`src/rtl/locker_top.sv`:
```
// Six-button combination lock with a multiplexed six-digit seven-segment display.
// Collects six presses, compares them to COMBO and latches success/wrong until reset.
module locker_top #(
  parameter logic [17:0] COMBO    = 18'o543210,
  parameter int unsigned SCAN_DIV = 16
) (
  input  logic       CLK,
  input  logic       RST,
  input  logic       BTNA,
  input  logic       BTNB,
  input  logic       BTNC,
  input  logic       BTND,
  input  logic       BTNE,
  input  logic       BTNF,
  output logic       SUCESS_COMB_LED,
  output logic       WRONG_COMB_LED,
  output logic [5:0] ANODE,
  output logic [6:0] SEGMENTS
);

  localparam int SCAN_W = (SCAN_DIV > 1) ? $clog2(SCAN_DIV) : 1;

  typedef enum logic {ENTRY, DONE} state_t;

  state_t state, state_next;

  logic [5:0] btn_raw;
  logic [5:0] btn_q;
  logic [5:0] btn_qq;
  logic [5:0] held;
  logic [5:0] press;
  logic       press_valid;
  logic [2:0] press_code;

  logic [5:0][2:0] slot_code;
  logic [5:0]      slot_full;
  logic [2:0]      count;
  logic            match;

  logic [SCAN_W-1:0] scan_cnt;
  logic [2:0]        digit;
  logic [2:0]        digit_next;
  logic              scan_wrap;

  function automatic logic [2:0] combo_at(input logic [2:0] idx);
    case (idx)
      3'd0:    combo_at = COMBO[2:0];
      3'd1:    combo_at = COMBO[5:3];
      3'd2:    combo_at = COMBO[8:6];
      3'd3:    combo_at = COMBO[11:9];
      3'd4:    combo_at = COMBO[14:12];
      3'd5:    combo_at = COMBO[17:15];
      default: combo_at = 3'd7;
    endcase
  endfunction

  function automatic logic [6:0] glyph(input logic [2:0] code);
    case (code)
      3'd0:    glyph = 7'h08;
      3'd1:    glyph = 7'h03;
      3'd2:    glyph = 7'h46;
      3'd3:    glyph = 7'h21;
      3'd4:    glyph = 7'h06;
      3'd5:    glyph = 7'h0E;
      3'd7:    glyph = 7'h3F;
      default: glyph = 7'h7F;
    endcase
  endfunction

  assign btn_raw = {BTNF, BTNE, BTND, BTNC, BTNB, BTNA};

  // A button still held when reset releases stays masked until it is seen low.
  always_ff @(posedge CLK) begin
    if (RST) begin
      btn_q  <= '0;
      btn_qq <= '0;
      held   <= 6'h3F;
    end else begin
      btn_q  <= btn_raw;
      btn_qq <= btn_q;
      held   <= held & btn_raw;
    end
  end

  assign press       = btn_q & ~btn_qq & ~held;
  assign press_valid = |press;

  always_comb begin
    press_code = 3'd7;
    case (press)
      6'b000001: press_code = 3'd0;
      6'b000010: press_code = 3'd1;
      6'b000100: press_code = 3'd2;
      6'b001000: press_code = 3'd3;
      6'b010000: press_code = 3'd4;
      6'b100000: press_code = 3'd5;
      default:   press_code = 3'd7;
    endcase
  end

  always_ff @(posedge CLK) begin
    if (RST) state <= ENTRY;
    else     state <= state_next;
  end

  always_comb begin
    state_next = state;
    case (state)
      ENTRY:   if (press_valid && count == 3'd5) state_next = DONE;
      DONE:    state_next = DONE;
      default: state_next = ENTRY;
    endcase
  end

  always_comb begin
    SUCESS_COMB_LED = 1'b0;
    WRONG_COMB_LED  = 1'b0;
    if (state == DONE) begin
      SUCESS_COMB_LED = match;
      WRONG_COMB_LED  = ~match;
    end
  end

  always_ff @(posedge CLK) begin
    if (RST) begin
      slot_code <= '0;
      slot_full <= '0;
      count     <= '0;
      match     <= 1'b1;
    end else if (state == ENTRY && press_valid) begin
      slot_code[count] <= press_code;
      slot_full[count] <= 1'b1;
      count            <= count + 3'd1;
      if (press_code != combo_at(count)) match <= 1'b0;
    end
  end

  assign scan_wrap = (scan_cnt == SCAN_W'(SCAN_DIV - 1));

  always_comb begin
    digit_next = digit;
    if (scan_wrap) digit_next = (digit == 3'd5) ? 3'd0 : digit + 3'd1;
  end

  // Anode and segments are both loaded from digit_next so they switch together.
  always_ff @(posedge CLK) begin
    if (RST) begin
      scan_cnt <= '0;
      digit    <= '0;
      ANODE    <= 6'b011111;
      SEGMENTS <= 7'h7F;
    end else begin
      scan_cnt <= scan_wrap ? '0 : scan_cnt + 1'b1;
      digit    <= digit_next;
      ANODE    <= ~(6'b100000 >> digit_next);
      SEGMENTS <= slot_full[digit_next] ? glyph(slot_code[digit_next]) : 7'h7F;
    end
  end

endmodule

```
`config.mk`:
```
export PLATFORM = sky130hd
export DESIGN_NAME = locker_top
export DESIGN_NICKNAME = d
export VERILOG_FILES = /design/src/rtl/locker_top.sv
export SDC_FILE = /design/constraint.sdc
export NUM_CORES = 1
export LEC_CHECK = 0
export CORE_UTILIZATION = 45
export CTS_BUF_LIST = sky130_fd_sc_hd__clkbuf_8
export DETAILED_ROUTE_END_ITERATION = 6
export GPL_ROUTABILITY_DRIVEN = 0
export GPL_TIMING_DRIVEN = 0
export PLACE_DENSITY = 0.75
export SLEW_MARGIN = 20
export SYNTH_ARGS = -nofsm -noshare
export SYNTH_HDL_FRONTEND = slang
export SYNTH_SLANG_ARGS = --single-unit
```
`constraint.sdc`:
```
create_clock -name CLK -period 2.13 [get_ports CLK]
set_input_delay 0.426 -clock CLK [delete_from_list [all_inputs] [get_ports CLK]]
set_output_delay 0.426 -clock CLK [all_outputs]
set_load 0.03 [all_outputs]
```
==> run_results.csv, run 1 <==
group,metric,value,unit
setup_path,crit_fanout,8,
clocking,clkSinkCount,67,
synthesis,synth.avg_cell_area,9.21,µm²
min_path,hold_start,"btn_q[1]$_SDFF_PP0_",
setup_path,reg2reg_from,"scan_cnt[0]$_SDFF_PP0_",
run_status,violations,"setup timing",
detailed_routing,first_iter_violations,216,
synthesis,syn_nets,352,
clocking,htreeDepth,3,
grt,grt_max_degree,12,
die,die_w,85.2,µm
synthesis,synth_cell_types,53,
setup_path,worstSetupStartpointType,"register",
synthesis,syn_area,3110,µm²
layout,final_cell_area,3980,µm²
die,fp.dieH,85.2,µm
layout,nNetsFinal,402,
grt,grt_pass1_wl,11600,µm
detailed_routing,route.vias.total,2708,
sta,finalWorstSetupSlack,-0.0505,ns
synthesis,synthArstFlopShare,0,
detailed_routing,wirelength,7180,µm
synthesis,synth_top_cells_by_area,"dfxtp_1 43%, mux2i_1 7.7%, nor2_1 5.3%",
synthesis,ys_top_cells_by_count,"67 x dfxtp_1, 44 x nor2_1, 24 x mux2i_1, 17 x nand2_1, 16 x nor2b_1",
sta,maxSlewHeadroom,0.604,
synthesis,ys_seq_area_frac,0.431,
detailed_routing,wl_per_cell,15.3,µm
die,fp-row-count,29,
clocking,cts_tree,"done",
pwr,ir_worst_vdd,321,µV
sta,finalHoldViolCount,0,
sta,fin_skew,0.0145,ns
synthesis,synth-seq-cells,67,
setup_path,end_kind,"register",
layout,instances_no_fill,470,
pwr,p_leak,1.49,nW
die,io_pins,23,
sta,fin_crit,2.18,ns
synthesis,synth_ff_type,"dfxtp_1",
synthesis,synth_most_common_cell,"dfxtp_1",
die,start_util,0.477,
clocking,insertion_delay,0.35,ns
die,core_area,6530,µm²
grt,grt_pass1_vias,2490,
sta,finalSetupViolations,4,
synthesis,synth.top_cell.area_share,0.431,
clocking,clock_path_buffers,2,
sta,slew_viol_final,0,
synthesis,synth_top_cell_by_area,"dfxtp_1",
setup_path,cp.arrival,2.41,ns
placed_design,hpwl,4760,µm
sta,rsz0062_at_grt,"yes",
layout,area_growth,27.8,%
synthesis,synth-edff-count,0,
synthesis,syn_inst,338,
setup_path,crit_required,2.36,ns
clocking,cts_buffers,9,
die,die_area,7260,µm²
run_status,run_status,"complete, but fails checks",
grt,overflow,0,
clocking,clock-root-buffer,"clkbuf_8",
clocking,clk_pin_slew_worst_paths,0.07,ns
layout,diodes,0,
setup_path,setup.worst_path.class,"reg2reg",
detailed_routing,drcViolationCount,0,
layout,drive_above_1_share,0.209,
clocking,hold_buffers,0,
placed_design,dp.cells,437,
setup_path,crit_start,"scan_cnt[0]$_SDFF_PP0_",
sta,max_freq,0.459,GHz
placed_design,placedInstanceArea,3450,µm²
detailed_routing,postRouteAntennaNets,0,
placed_design,portBuffers,22,
sta,max_slew.worst_pin.slew,0.592,ns
min_path,holdCritPathClass,"reg2reg",
pwr,powerDensity,798,nW/µm²
grt,grt_usage,0.205,
detailed_routing,first_pass_iters,5,
detailed_routing,via_per_inst,5.76,
grt,antenna_found_initial,0,
synthesis,yosysWarnings,0,
run,maxCapViolations,0,
sta,fin_crit_sh,1.02,
==> layer usage <==
metal / vias up / track usage / share of wire
met4: 0 / 0.105 / 0.031
met2: 97 / 0.306 / 0.44
met5: - / 0 / 0
li1: 1321 / - / -
met1: 1270 / 0.286 / 0.47
met3: 20 / 0.0331 / 0.055
==> cell families after synthesis <==
family | after synthesis | share of synthesized area
AND/OR/NAND/NOR | 130 | 0.229
AO/OA/AOI/OAI | 74 | 0.168
flip-flops | 67 | 0.431
buffers and inverters | 27 | 0.0430
multiplexers | 24 | 0.0771
XOR/XNOR | 10 | 0.0281
adder cells (fa/ha/maj) | 6 | 0.0241
==> worst max-delay path: stages (launching register included) <==
cell	delay (ns)
dfxtp_2	0.35
ha_4	0.21
and3_4	0.25
mux2i_1	0.08
a221o_1	0.37
a222oi_1	0.34
buf_4	0.20
nor3b_4	0.19
o21ai_1	0.08
==> final cells by class <==
type	instances	area [µm²]
Buffer	14	72.6
Clock inverter	5	76.3
Tap cell	77	96.3
Timing Repair Buffer	42	374
Fill cell	512	2550
Multi-Input combinational cell	244	1820
Sequential cell	67	1350
Inverter	10	37.5
Clock buffer	11	151
==> cells in the final DEF, fill, tap and decap left out, types with 5 or more instances in the layout <==
master           count
dfxtp_2              5
nor2_1              43
mux2i_1             21
a22o_1               7
ha_1                 5
dfxtp_1             61
nand3_1              5
nand2_1             17
o211ai_1             5
o21ai_0              9
clkbuf_1             9
nor3_1              10
xnor2_1             10
clkbuf_8            11
inv_1               11
buf_4               22
clkdlybuf4s50_1     22
a21o_1              10
a21oi_1             10
nor2b_1             16
==> state kept, by name, indices dropped and copies added (netlist names) <==
| signal | count |
|---|---|
| slot_code | 18 |
| btn_qq | 6 |
| match | 1 |
| SEGMENTS | 7 |
| ANODE | 6 |
| scan_cnt | 4 |
| slot_full | 6 |
| state | 1 |
| digit | 3 |
| held | 6 |
| count | 3 |
| btn_q | 6 |
==> path summary, 6_finish.rpt <==
check,end,slack [ns],depth (start not counted)
hold reg to reg,btn_qq[1]$_SDFF_PP0_,0.46,1
hold / removal,btn_qq[1]$_SDFF_PP0_,0.46,1
setup / recovery,SEGMENTS[5]$_SDFF_PP1_,-0.05,8
setup reg to reg,SEGMENTS[5]$_SDFF_PP1_,-0.05,8
==> through the flow <==
| stage | utilization | total power [mW] | setup WS, ns | hold slack (ns) | setup TNS [ns] |
|---|---|---|---|---|---|
| finish | 0.609 | 3.17 | -0.0505 | 0.458 | -0.122 |
| global route | 0.609 | 3.30 | -0.107 | 0.482 | -0.454 |
| CTS | 0.579 | 3.14 | -0.0281 | 0.464 | -0.0281 |
| detailed placement | 0.529 | 1.89 | -0.388 | 0.432 | -3.64 |
| global placement | 0.529 | 1.88 | -0.318 | 0.423 | -2.67 |
| floorplan | - | 1.77 | -0.0483 | 0.412 | -0.119 |
==> power breakdown <==
part,leakage (nW),internal [mW],switching [mW]
clock network,0.117,0.717,0.495
logic,0.825,0.266,0.292
registers,0.551,1.34,0.0690
==> repair_timing <==
item                       4_1_cts  5_1_grt
setup endpoints to repair       28       32
pin swaps                        5        5
setup buffers                    8       12
gates resized for setup         14       28
(Power assumes the default switching activity.)
==> inputs of run 2 (changes only) <==
Settings changed: PLACE_DENSITY 0.75 to 0.73.
Clock period 2.13 ns to 2.1 ns, I/O delays scaled along.
==> run_results.csv, run 2 (synthesis gave the netlist of run 1 again) <==
group,metric,value,unit
layout,final_common_cell,"dfxtp_1",
die,fp-row-count,29,
detailed_routing,postRouteAntennaNets,0,
pwr,p_sw,0.847,mW
layout,drive_above_1_share,0.220,
pwr,finalPower,3.08,mW
min_path,holdCritPathClass,"reg2reg",
clocking,hold_buffers,0,
detailed_routing,wl_per_cell,15.5,µm
layout,fillers,530,
setup_path,reg2reg_slack,-0.04,ns
setup_path,worstSetupStartpointType,"register",
die,io_pins,23,
grt,grt_pass1_vias,2465,
placed_design,portBuffers,22,
layout,largest_reg_flops,18,
setup_path,cp_cell_sequence,"ha_4 > and4_4 > a22o_1 > a221o_1 > a222oi_1 > buf_4 > nor3b_4 > o21ai_1",
sta,setup-tns-final,-0.112,ns
setup_path,crit_required,2.34,ns
detailed_routing,first_pass_iters,5,
setup_path,setup.worst_path.class,"reg2reg",
sta,finalWorstSetupSlack,-0.0448,ns
sta,fin_skew,0.00714,ns
layout,regMostFlops,"slot_code",
clocking,clock_path_buffers,2,
layout,diodes,0,
run,maxCapViolations,0,
placed_design,placedInstanceArea,3450,µm²
die,die_area,7260,µm²
grt,grt_max_degree,11,
sta,finalHoldViolCount,0,
clocking,cts_tree,"done",
sta,slew_viol_final,0,
layout,area_growth,27.8,%
setup_path,cp.arrival,2.38,ns
setup_path,slowest_stage,"dfxtp_2",
layout,nNetsFinal,410,
layout,largestRegisters,"slot_code (18), SEGMENTS (7)",
pwr,power_frac_comb,0.194,
placed_design,hpwl,4770,µm
die,fp.dieH,85.2,µm
layout,final_cell_area,3980,µm²
sta,fin_crit,2.14,ns
clocking,insertion_delay,0.35,ns
placed_design,pre_cts_ws,-0.419,ns
clocking,clk_pin_slew_worst_paths,0.07,ns
grt,antenna_found_initial,0,
detailed_routing,wirelength,7410,µm
grt,grt_usage,0.204,
clocking,htreeDepth,3,
layout,final_cell_mix,"61 x dfxtp_1, 44 x nor2_1, 30 x buf_4",
pwr,powerDensity,775,nW/µm²
sta,rsz0062_at_grt,"yes",
run_status,run_status,"complete, but fails checks",
pwr,ir_worst_vdd,357,µV
sta,finalSetupViolations,4,
grt,grt_pass1_wl,11400,µm
run_status,violations,"setup timing",
pwr,p_leak,1.53,nW
pwr,intPower,2.24,mW
clocking,clock-root-buffer,"clkbuf_8",
pwr,seq_power_share,0.462,
setup_path,cp_slowest_stage_delay,0.34,ns
setup_path,crit_fanout,8,
detailed_routing,via_per_inst,5.90,
sta,maxSlewHeadroom,0.606,
die,start_util,0.477,
detailed_routing,first_iter_violations,206,
pwr,p_clk_frac,0.344,
clocking,clkSinkCount,67,
sta,max_freq,0.466,GHz
die,die_w,85.2,µm
detailed_routing,drcViolationCount,0,
die,core_area,6530,µm²
pwr,p_sw_frac,0.275,
sta,fin_crit_sh,1.02,
setup_path,end_kind,"register",
sta,max_slew.worst_pin.slew,0.588,ns
grt,overflow,0,
detailed_routing,route.vias.total,2815,
clocking,cts_buffers,9,
## run 2: per-layer routing
layer	track usage	routed length, µm	vias up
met5	0	0	-
met4	0.123	163	0
met3	0.0321	472	22
met2	0.311	3370	124
met1	0.271	3400	1333
li1	-	-	1336
## run 2: repair_timing
item	in CTS	in global routing
gates resized for setup	14	26
pin swaps	7	18
setup buffers	8	20
setup endpoints to repair	29	31
## run 2: power by group through the flow
stage	clock network, mW	registers [mW]	logic [mW]
2_1_floorplan	0	1.45	0.343
3_3_place_gp	0	1.44	0.468
3_5_place_dp	0	1.44	0.479
4_1_cts	1.08	1.42	0.517
5_1_grt	1.14	1.43	0.648
6_report	1.06	1.42	0.598
## run 2: stage by stage
stage | util | instances | hold slack [ns]
floorplan | - | 338 | 0.412
global placement | 0.529 | 437 | 0.424
detailed placement | 0.529 | 437 | 0.434
CTS | 0.572 | 457 | 0.457
global route | 0.609 | 477 | 0.484
finish | 0.609 | 477 | 0.460
## run 2: final cells by class
cell class | instances | area (µm²) | area share
Tap cell | 77 | 96.3 | 0.0242
Clock inverter | 4 | 42.5 | 0.0107
Buffer | 14 | 73.8 | 0.0186
Multi-Input combinational cell | 244 | 1790 | 0.450
Timing Repair Buffer | 50 | 430 | 0.108
Clock buffer | 11 | 151 | 0.0381
Inverter | 10 | 41.3 | 0.0104
Sequential cell | 67 | 1350 | 0.340
## run 2: worst max-delay path: cells and delay by family (launching register included)
| kind | cells | cell delay, ns |
|---|---|---|
| compound gates | 4 | 0.92 |
| fa+ha+maj | 1 | 0.20 |
| buf+inv | 1 | 0.19 |
| flops | 1 | 0.34 |
| simple gates | 2 | 0.38 |
## run 2: worst paths after layout
check / cells past startpoint / end / start
max reg2reg: 8 / SEGMENTS[5]$_SDFF_PP1_ / scan_cnt[1]$_SDFF_PP0_
min: 2 / slot_full[3]$_SDFFE_PP0P_ / slot_full[3]$_SDFFE_PP0P_
min reg2reg: 2 / slot_full[3]$_SDFFE_PP0P_ / slot_full[3]$_SDFFE_PP0P_
max: 8 / SEGMENTS[5]$_SDFF_PP1_ / scan_cnt[1]$_SDFF_PP0_
